## src/rtl/sw_poll_pkg.sv

```systemverilog
// sw_poll_pkg: shared types and constants for the switch polling controller.
//   - poll_state_e : poll sequencer states (IDLE, REQ, CAP, CMP)
//   - REG_*        : CPU register offsets
//   - CTRL_*       : CTRL register bit positions
//   - ctrl_word()  : packs the CTRL read-back value
package sw_poll_pkg;

  // Poll sequencer states
  typedef enum logic [1:0] {
    IDLE = 2'd0,
    REQ  = 2'd1,
    CAP  = 2'd2,
    CMP  = 2'd3
  } poll_state_e;

  // CPU register offsets
  localparam logic [1:0] REG_STABLE = 2'd0;
  localparam logic [1:0] REG_EDGE   = 2'd1;
  localparam logic [1:0] REG_MASK   = 2'd2;
  localparam logic [1:0] REG_CTRL   = 2'd3;

  // CTRL layout: bit0 ENABLE, bits 4:1 DEB_COUNT read-back
  localparam int unsigned CTRL_ENABLE_BIT = 0;
  localparam int unsigned CTRL_DEB_LSB    = 1;
  localparam int unsigned CTRL_DEB_W      = 4;
  localparam int unsigned CTRL_W          = CTRL_DEB_LSB + CTRL_DEB_W;

  // Debounce counter width, enough for DEB_COUNT up to 15
  localparam int unsigned CNT_W = 4;

  // CTRL read-back value; bits above CTRL_W read as zero once extended
  function automatic logic [CTRL_W-1:0] ctrl_word(input logic enable,
                                                  input logic [CTRL_DEB_W-1:0] deb);
    return {deb, enable};
  endfunction

endpackage : sw_poll_pkg

```

## src/rtl/sw_debounce.sv

```systemverilog
// sw_debounce: whole-vector debouncer for the polled switch sample.
// A new value becomes stable only after DEB_COUNT consecutive identical
// samples; any differing sample restarts the count from 1.
// Ports:
//   clk, reset_n : clock, asynchronous active-low reset
//   upd_i        : one-cycle update strobe (poll sequencer in CMP)
//   sample_i     : captured switch sample
//   stable_o     : debounced switch value (registered)
//   chg_c_o      : bits that change in STABLE at this update (combinational,
//                  valid only while upd_i is high)
module sw_debounce
  import sw_poll_pkg::*;
#(
  parameter int unsigned WIDTH     = 18,
  parameter int unsigned DEB_COUNT = 4
) (
  input  logic             clk,
  input  logic             reset_n,
  input  logic             upd_i,
  input  logic [WIDTH-1:0] sample_i,
  output logic [WIDTH-1:0] stable_o,
  output logic [WIDTH-1:0] chg_c_o
);

  localparam logic [CNT_W-1:0] DEB_MAX = CNT_W'(DEB_COUNT);

  logic [WIDTH-1:0] cand_q, cand_d;
  logic [WIDTH-1:0] stable_q, stable_d;
  logic [CNT_W-1:0] cnt_q, cnt_d;
  logic [WIDTH-1:0] chg_c;

  // Next candidate/count, then promote the candidate once it has held long enough
  always_comb begin
    cand_d   = cand_q;
    cnt_d    = cnt_q;
    stable_d = stable_q;
    chg_c    = '0;
    if (upd_i) begin
      if (sample_i == cand_q) begin
        if (cnt_q < DEB_MAX) begin
          cnt_d = cnt_q + CNT_W'(1);
        end
      end else begin
        cand_d = sample_i;
        cnt_d  = CNT_W'(1);
      end
      // Uses the updated count so DEB_COUNT=1 promotes on the first differing sample
      if ((cnt_d == DEB_MAX) && (cand_d != stable_q)) begin
        stable_d = cand_d;
        chg_c    = stable_q ^ cand_d;
      end
    end
  end

  // Debounce state
  always_ff @(posedge clk or negedge reset_n) begin
    if (!reset_n) begin
      cand_q   <= '0;
      cnt_q    <= '0;
      stable_q <= '0;
    end else begin
      cand_q   <= cand_d;
      cnt_q    <= cnt_d;
      stable_q <= stable_d;
    end
  end

  assign stable_o = stable_q;
  assign chg_c_o  = chg_c;

endmodule : sw_debounce

```

## src/rtl/sw_poll_ctrl.sv

```systemverilog
// sw_poll_ctrl: polls the switch PIO at a fixed interval over Avalon, debounces
// the sampled vector and publishes it to the CPU with change capture and irq.
// Optional feature macro: SW_POLL_IRQ_EN (EDGE, MASK and irq implemented).
// When undefined, EDGE/MASK read 0, their writes are ignored and irq is 0.
// Ports:
//   clk, reset_n        : clock, asynchronous active-low reset
//   m_address/m_read    : Avalon master to the PIO (address always 0)
//   m_readdata          : PIO read data, valid the cycle after m_read
//   s_address/s_read/s_write/s_writedata : CPU slave access
//   s_readdata          : registered CPU read data (latency 1, held otherwise)
//   irq                 : level interrupt, OR of (EDGE AND MASK), registered
// Registers: 0 STABLE (RO), 1 EDGE (W1C), 2 MASK (RW), 3 CTRL (ENABLE, DEB_COUNT).
module sw_poll_ctrl
  import sw_poll_pkg::*;
#(
  parameter int unsigned WIDTH     = 18,
  parameter int unsigned POLL_DIV  = 50000,
  parameter int unsigned DEB_COUNT = 4
) (
  input  logic             clk,
  input  logic             reset_n,
  output logic [1:0]       m_address,
  output logic             m_read,
  input  logic [WIDTH-1:0] m_readdata,
  input  logic [1:0]       s_address,
  input  logic             s_read,
  input  logic             s_write,
  input  logic [WIDTH-1:0] s_writedata,
  output logic [WIDTH-1:0] s_readdata,
  output logic             irq
);

  localparam int unsigned           DIV_W      = $clog2(POLL_DIV);
  localparam logic [DIV_W-1:0]      DIV_RELOAD = DIV_W'(POLL_DIV - 1);
  localparam logic [CTRL_DEB_W-1:0] DEB_CNT    = CTRL_DEB_W'(DEB_COUNT);

  poll_state_e      state_q;
  logic [DIV_W-1:0] div_q;
  logic             tick_c;
  logic             m_read_q;
  logic [WIDTH-1:0] sample_q;
  logic             upd_c;
  logic             enable_q;
  logic [WIDTH-1:0] stable;
  logic [WIDTH-1:0] chg_c;
  logic [WIDTH-1:0] edge_q;
  logic [WIDTH-1:0] mask_q;
  logic             irq_q;
  logic [WIDTH-1:0] rdata_q, rdata_d;
  logic             unused_c;

  // Interval divider; parked at reload while polling is disabled
  always_ff @(posedge clk or negedge reset_n) begin
    if (!reset_n) begin
      div_q <= DIV_RELOAD;
    end else if (!enable_q || (div_q == '0)) begin
      div_q <= DIV_RELOAD;
    end else begin
      div_q <= div_q - DIV_W'(1);
    end
  end

  assign tick_c = enable_q && (div_q == '0);

  // Poll sequencer; a started poll always runs to CMP even if ENABLE drops
  always_ff @(posedge clk or negedge reset_n) begin
    if (!reset_n) begin
      state_q  <= IDLE;
      m_read_q <= 1'b0;
      sample_q <= '0;
    end else begin
      m_read_q <= 1'b0;
      case (state_q)
        IDLE: begin
          if (tick_c) begin
            state_q  <= REQ;
            m_read_q <= 1'b1;
          end
        end
        REQ: begin
          state_q <= CAP;
        end
        CAP: begin
          sample_q <= m_readdata;
          state_q  <= CMP;
        end
        CMP: begin
          state_q <= IDLE;
        end
        default: begin
          state_q <= IDLE;
        end
      endcase
    end
  end

  assign upd_c = (state_q == CMP);

  sw_debounce #(
    .WIDTH     (WIDTH),
    .DEB_COUNT (DEB_COUNT)
  ) u_debounce (
    .clk      (clk),
    .reset_n  (reset_n),
    .upd_i    (upd_c),
    .sample_i (sample_q),
    .stable_o (stable),
    .chg_c_o  (chg_c)
  );

  // CTRL.ENABLE
  always_ff @(posedge clk or negedge reset_n) begin
    if (!reset_n) begin
      enable_q <= 1'b1;
    end else if (s_write && (s_address == REG_CTRL)) begin
      enable_q <= s_writedata[CTRL_ENABLE_BIT];
    end
  end

`ifdef SW_POLL_IRQ_EN
  logic [WIDTH-1:0] w1c_c;
  logic [WIDTH-1:0] edge_d;

  // Change capture; a debounce set overrides a same-cycle W1C on that bit
  always_comb begin
    w1c_c = '0;
    if (s_write && (s_address == REG_EDGE)) begin
      w1c_c = s_writedata;
    end
    edge_d = (edge_q & ~w1c_c) | chg_c;
  end

  // EDGE, MASK and the registered interrupt
  always_ff @(posedge clk or negedge reset_n) begin
    if (!reset_n) begin
      edge_q <= '0;
      mask_q <= '0;
      irq_q  <= 1'b0;
    end else begin
      edge_q <= edge_d;
      if (s_write && (s_address == REG_MASK)) begin
        mask_q <= s_writedata;
      end
      irq_q <= |(edge_q & mask_q);
    end
  end
`else
  assign edge_q = '0;
  assign mask_q = '0;
  assign irq_q  = 1'b0;
`endif

  // Signals only partly consumed in some build configurations
  assign unused_c = ^{chg_c, s_writedata};

  // CPU read mux; the read register holds its value between reads
  always_comb begin
    rdata_d = rdata_q;
    if (s_read) begin
      case (s_address)
        REG_STABLE: rdata_d = stable;
        REG_EDGE:   rdata_d = edge_q;
        REG_MASK:   rdata_d = mask_q;
        default:    rdata_d = WIDTH'(ctrl_word(enable_q, DEB_CNT));
      endcase
    end
  end

  always_ff @(posedge clk or negedge reset_n) begin
    if (!reset_n) begin
      rdata_q <= '0;
    end else begin
      rdata_q <= rdata_d;
    end
  end

  assign m_address  = 2'b00;
  assign m_read     = m_read_q;
  assign s_readdata = rdata_q;
  assign irq        = irq_q;

endmodule : sw_poll_ctrl

```

## config.mk

```make
export PLATFORM = sky130hd
export DESIGN_NAME = sw_poll_ctrl
export DESIGN_NICKNAME = d
export VERILOG_FILES = /design/src/rtl/sw_poll_pkg.sv /design/src/rtl/sw_debounce.sv /design/src/rtl/sw_poll_ctrl.sv
export SDC_FILE = /design/constraint.sdc
export NUM_CORES = 1
export LEC_CHECK = 0
export CELL_PAD_IN_SITES_DETAIL_PLACEMENT = 0
export CELL_PAD_IN_SITES_GLOBAL_PLACEMENT = 1
export CORE_ASPECT_RATIO = 0.8
export CORE_MARGIN = 2
export CORE_UTILIZATION = 47
export DETAILED_ROUTE_END_ITERATION = 8
export GPL_ROUTABILITY_DRIVEN = 0
export PLACE_DENSITY_LB_ADDON = 0.1
export SLEW_MARGIN = 25
export SYNTH_ARGS = -nofsm -noshare
export SYNTH_HDL_FRONTEND = slang
export SYNTH_SLANG_ARGS = --single-unit
```

## constraint.sdc

```tcl
create_clock -name clk -period 4.5 [get_ports clk]
set_input_delay 0.45 -clock clk [delete_from_list [all_inputs] [get_ports clk]]
set_output_delay 0.45 -clock clk [all_outputs]
set_load 0.005 [all_outputs]
```

==> results of run 1 <==
final cells by class:
cell class	count	share of cell area
flip-flops and latches	96	0.460
multi-input cells	235	0.351
repair buffers	46	0.0859
clock buffers	14	0.0503
well taps	115	0.0274
inverters	25	0.0179
clock inverters	2	0.00715
sequential cells by signal (all words and copies together) (netlist names):
register / cells
s_readdata: 18
sample_q: 18
u_debounce.cand_q: 18
u_debounce.stable_o: 18
div_q: 16
u_debounce.cnt_q: 4
state_q: 2
enable_q: 1
m_read: 1
worst max-delay path, cell delays in order (launching register included):
cell     delay, ps
dfrtp_1        430
xor2_1         170
nor4_1         520
nand3_1        200
o21ai_1        430
buf_4          280
mux2_2         350
stage by stage:
step,instances,hold WS [ps]
detailed placement,517,446
finish,533,166
floorplan,372,154
global placement,517,442
CTS,533,200
global route,533,237
metal layers:
metal	vias to the layer above	share of wire	global-route usage
met5	-	0	0
met4	0	0.011	0.0518
met3	8	0.030	0.0456
met2	40	0.47	0.274
met1	1348	0.48	0.246
li1	1322	-	-
power groups by stage:
stage	Clock, W	Combinational [W]	Sequential [W]
after floorplan	0	0.000597	0.00123
after global placement	0	0.000730	0.00128
after detailed placement	0	0.000755	0.00129
after CTS	0.000792	0.000759	0.00127
after global routing	0.000824	0.000824	0.00130
final	0.000772	0.000741	0.00127
cell families (layout without fill, tap and decap cells):
logic type	Yosys count	after routing
flops	96	96
mux	58	58
buf+inv	41	87
other cells	1	3
xor+xnor	50	50
fa+ha+maj	10	10
simple gates	87	87
compound gates	27	27
synth_stat cells, types with 4 or more instances:
master / instances
o21ai_0: 16
ha_1: 10
dfstp_2: 10
nand2_1: 16
clkbuf_1: 8
xor2_1: 26
a21oi_1: 5
nor2_1: 21
nor3_1: 5
xnor2_1: 24
mux2_2: 55
inv_1: 25
nand4_1: 5
dfrtp_1: 86
nor4_1: 6
buf_4: 4
nand3_1: 21
worst min-delay path by stage:
stage | from | endpoint | slack, ps | cells after the start
after global routing | reset_n | sample_q[12] | 240 | 1
final | reset_n | sample_q[12] | 170 | 1
after CTS | reset_n | sample_q[12] | 200 | 1
after global placement | div_q[0] | div_q[0] | 440 | 1
after floorplan | reset_n | div_q[10] | 150 | 0
after detailed placement | div_q[0] | div_q[0] | 450 | 1
==> impl_metrics.toml, run 1 <==
[global_routing]
antenna_found_initial = 0
overflow = 0
grt_start_max_net_pins = 60
grt_pass1_vias = 2809
grt_usage = 0.177
grt_first_pass_wirelength_mm = 14.1

[route]
via_per_inst = 5.10
first_pass_iters = 4
dr_total_vias = 2718
drtAntennaViolNets = 0
wl_per_cell_um = 15.3
drt_wl_total_mm = 8.18
first_iter_violations = 73
drcViolationCount = 0

[cts]
cts.sinks = 96
ctsHtreeMaxLevel = 3
hold_buffers = 0
clk_pin_slew_worst_paths_ps = 70
insertion_delay_ps = 340
cts_tree = "done"
clockRootBuffer = "clkbuf_16"
cts-buffers-inserted = 9
clk_path_buf_depth = 2
cts_resized = 0
cts_setup_buffers = 0

[floorplanning]
rows = 31
coreArea_um2 = 9110
dieHeight_um = 90.8
initial_core_util = 0.486
dieArea_um2 = 10200
io_pins = 64
fp.dieW_um = 113

[sta]
final.setup.tns_ps = 0
finalCritPeriodShare = 0.556
drv_slew = 0
hold_viol = 0
fmax_ghz = 0.399
worst_pin_slew_ps = 951
max_slew_margin = 0.366
rsz0062_at_grt = "no"
period_needed_ps = 2500
setup_violations = 0
skew_ps = 9.76
worst_slack_ps = 2000

[placed_design]
place_ws_ps = 2020
hpwl_mm = 5.69
dpl_cell_area_um2 = 4940
portBuffers = 43

[setup_path]
startpoint = "sample_q[11]"
crit_path_end = "u_debounce.cand_q[9]"
r2r-end = "u_debounce.cand_q[9]"
reg2reg_depth = 6
worstReg2RegStart = "sample_q[11]"
r2r_setup_slack_ps = 2000
required_ps = 4720
cp-end-kind = "flip-flop"
path_class = "reg -> reg"
crit_path_max_fanout = 11
arrival_ps = 2730
critPathLaunchType = "flip-flop"

[yosys]
synth_compound_area_frac = 0.0339
ys_seq_area_frac = 0.545
synth_seq_cells = 96
synth_edf_count = 0
synthSimpleGateAreaFrac = 0.105
synthXorXnorAreaFrac = 0.0989
synth_top_family_by_area = "multiplexers"
synth_largest_area_cell = "dfrtp_1"
synth_fa_ha_area_frac = 0.0283
yosysWarnings = 0
synth.mux.area_fraction = 0.148
avgSynthCellArea_um2 = 12.0
synth_area_leaders = "dfrtp_1 49%, mux2_2 14%, dfstp_2 5.9%"
synth_ff_type = "dfrtp_1"
syn_inst = 370
yosysUniqueCellTypes = 41
synth_area_um2 = 4430
async_reset_ff_frac = 1.00
synth_top_area_share = 0.486

[power_and_ir_drop]
vdd_drop_max_uv = 354
p_per_area_nw_per_um2 = 530
power.internal_w = 0.00195
p_seq_frac = 0.456
leakage_nw = 2.23
pwr-share-comb = 0.266
clkPwrFrac = 0.278
netSwitchingPower_w = 0.000827
finalPower_w = 0.00278
swShare = 0.298

[cells_and_area]
multi_input_area_um2 = 1840
seqCellArea_um2 = 2410
final_common_cell = "dfrtp_1"
area_growth_pct = 18.5
fillers = 781
diodes = 0
nets = 465
design_area_um2 = 5250
layout_common_cells = "86 x dfrtp_1, 55 x mux2_2, 42 x clkdlybuf4s50_1"
final_core_util = 0.576
drive_gt1_frac = 0.215

[run]
maxCapViolCount = 0

[outcome]
status = "finished clean"

[min_path]
hold_path.class = "in -> async"
No activity file was read; power rests on OpenSTA's default activity.
==> run 2, diff against run 1 <==
Settings changed: CORE_UTILIZATION 47 to 43.
Clock period 4.5 ns to 2.5 ns, I/O delays scaled along.
==> run 2 against run 1 <==
- wire length increased by 0.37%
- hold slack improved by 290 ps
- combinational power increased by 94%
- highest routed layer unchanged
==> impl_metrics.toml, run 2 (synthesis results as in run 1) <==
[outcome]
status = "finished clean"

[route]
first_iter_violations = 184
first_pass_iters = 4
drt_wl_total_mm = 8.21
dr_total_vias = 2758
via_per_inst = 4.83
wl_per_cell_um = 14.4
drtAntennaViolNets = 0
drcViolationCount = 0

[min_path]
hold_path.class = "reg -> reg"
whs_path_depth = 1

[sta]
setup_violations = 0
skew_ps = 3.66
finalCritPeriodShare = 0.910
final.setup.tns_ps = 0
drv_slew = 0
worst_pin_slew_ps = 513
hold_viol = 0
period_needed_ps = 2280
max_slew_margin = 0.655
rsz0062_at_grt = "no"
fmax_ghz = 0.439

[setup_path]
critPathLaunchType = "flip-flop"
crit_path_max_fanout = 9
path_class = "reg -> reg"
reg2reg_depth = 6
r2r_setup_slack_ps = 220
crit_cells = 6
cp_cell_sequence = "xor2_1, nor4_1, nand3_1, o21ai_1, buf_4, mux2_2"
cpPeakStageDelay_ps = 490
arrival_ps = 2500
cp-end-kind = "flip-flop"
required_ps = 2730
worst-path-buf-inv = 1
crit_slowest_cell = "nor4_1"
crit_family = "simple AND/OR/NAND/NOR gates"

[cts]
cts_tree = "done"
cts-buffers-inserted = 9
cts_resized = 0
clk_pin_slew_worst_paths_ps = 60
clk_path_buf_depth = 2
clockRootBuffer = "clkbuf_16"
insertion_delay_ps = 340
ctsHtreeMaxLevel = 3
cts.sinks = 96

[floorplanning]
dieHeight_um = 94.8
dieArea_um2 = 11100
coreArea_um2 = 10100
rows = 33
fp.dieW_um = 117
io_pins = 64
initial_core_util = 0.438

[power_and_ir_drop]
p_per_area_nw_per_um2 = 945
vdd_drop_max_uv = 518
pwr-share-comb = 0.283
clkPwrFrac = 0.274
swShare = 0.299
power.internal_w = 0.00358
netSwitchingPower_w = 0.00153
leakage_nw = 2.31
finalPower_w = 0.00511
p_seq_frac = 0.443

[global_routing]
overflow = 0
grt_start_max_net_pins = 97
antenna_found_initial = 0
grt_pass1_vias = 2712
grt_usage = 0.162
grt_first_pass_wirelength_mm = 13.9

[cells_and_area]
layout_common_cells = "86 x dfrtp_1, 55 x mux2_2, 42 x clkdlybuf4s50_1"
multi_input_area_um2 = 1840
area_growth_pct = 22.2
nets = 478
drive_gt1_frac = 0.244
fillers = 915
final_core_util = 0.535
seqCellArea_um2 = 2410
diodes = 0
final_common_cell = "dfrtp_1"

[run]
maxCapViolCount = 0

[placed_design]
hpwl_mm = 5.76
portBuffers = 43
-- run 2: what timing repair did --
action | CTS | global route
setup buffers | 0 | 0
hold buffers | 1 | 0
hold endpoints to repair | 86 | 0
-- run 2: final timing paths --
check | startpoint | to
max | sample_q[5] | u_debounce.cand_q[0]
min | div_q[0] | div_q[0]
max reg2reg | sample_q[5] | u_debounce.cand_q[0]
min reg2reg | div_q[0] | div_q[0]
max in group asynchronous | reset_n | div_q[9]
min in group asynchronous | reset_n | m_read
-- run 2: area by class of cell --
type / count / share of cell area
Inverter: 25 / 0.0173
Timing Repair Buffer: 59 / 0.106
Tap cell: 140 / 0.0324
Clock buffer: 11 / 0.0467
Sequential cell: 96 / 0.446
Multi-Input combinational cell: 235 / 0.341
Clock inverter: 5 / 0.0102
-- run 2: per-layer routing --
layer | vias to the layer above | track usage | wire length [um]
met5 | - | 0 | 0
met4 | 0 | 0.0542 | 74
met3 | 7 | 0.0477 | 301
met2 | 43 | 0.248 | 3720
met1 | 1348 | 0.222 | 4110
li1 | 1360 | - | -
-- run 2: power by group through the flow --
stage          Clock (W)  Combinational (W)  Sequential [W]
4_1_cts          0.00144            0.00148         0.00228
3_3_place_gp           0            0.00143         0.00228
3_5_place_dp           0            0.00146         0.00230
5_1_grt          0.00151            0.00161         0.00233
6_report         0.00140            0.00144         0.00226
2_1_floorplan          0            0.00107         0.00222
-- run 2: per-stage QoR --
stage / cell area (um2) / setup WS, ps / std cells / hold slack [ps]
floorplan: 4440 / 430 / 372 / -45.6
global placement: 5090 / 319 / 554 / 349
detailed placement: 5090 / 315 / 554 / 347
CTS: 5410 / 298 / 571 / 464
global route: 5410 / 115 / 571 / 486
finish: 5410 / 224 / 571 / 458
-- run 2: worst register-to-register path, cell delays in order, from the launching register on --
cell and delay [ps]:
dfrtp_1 440, xor2_1 160, nor4_1 490, nand3_1 280
o21ai_1 240, buf_4 200, mux2_2 350
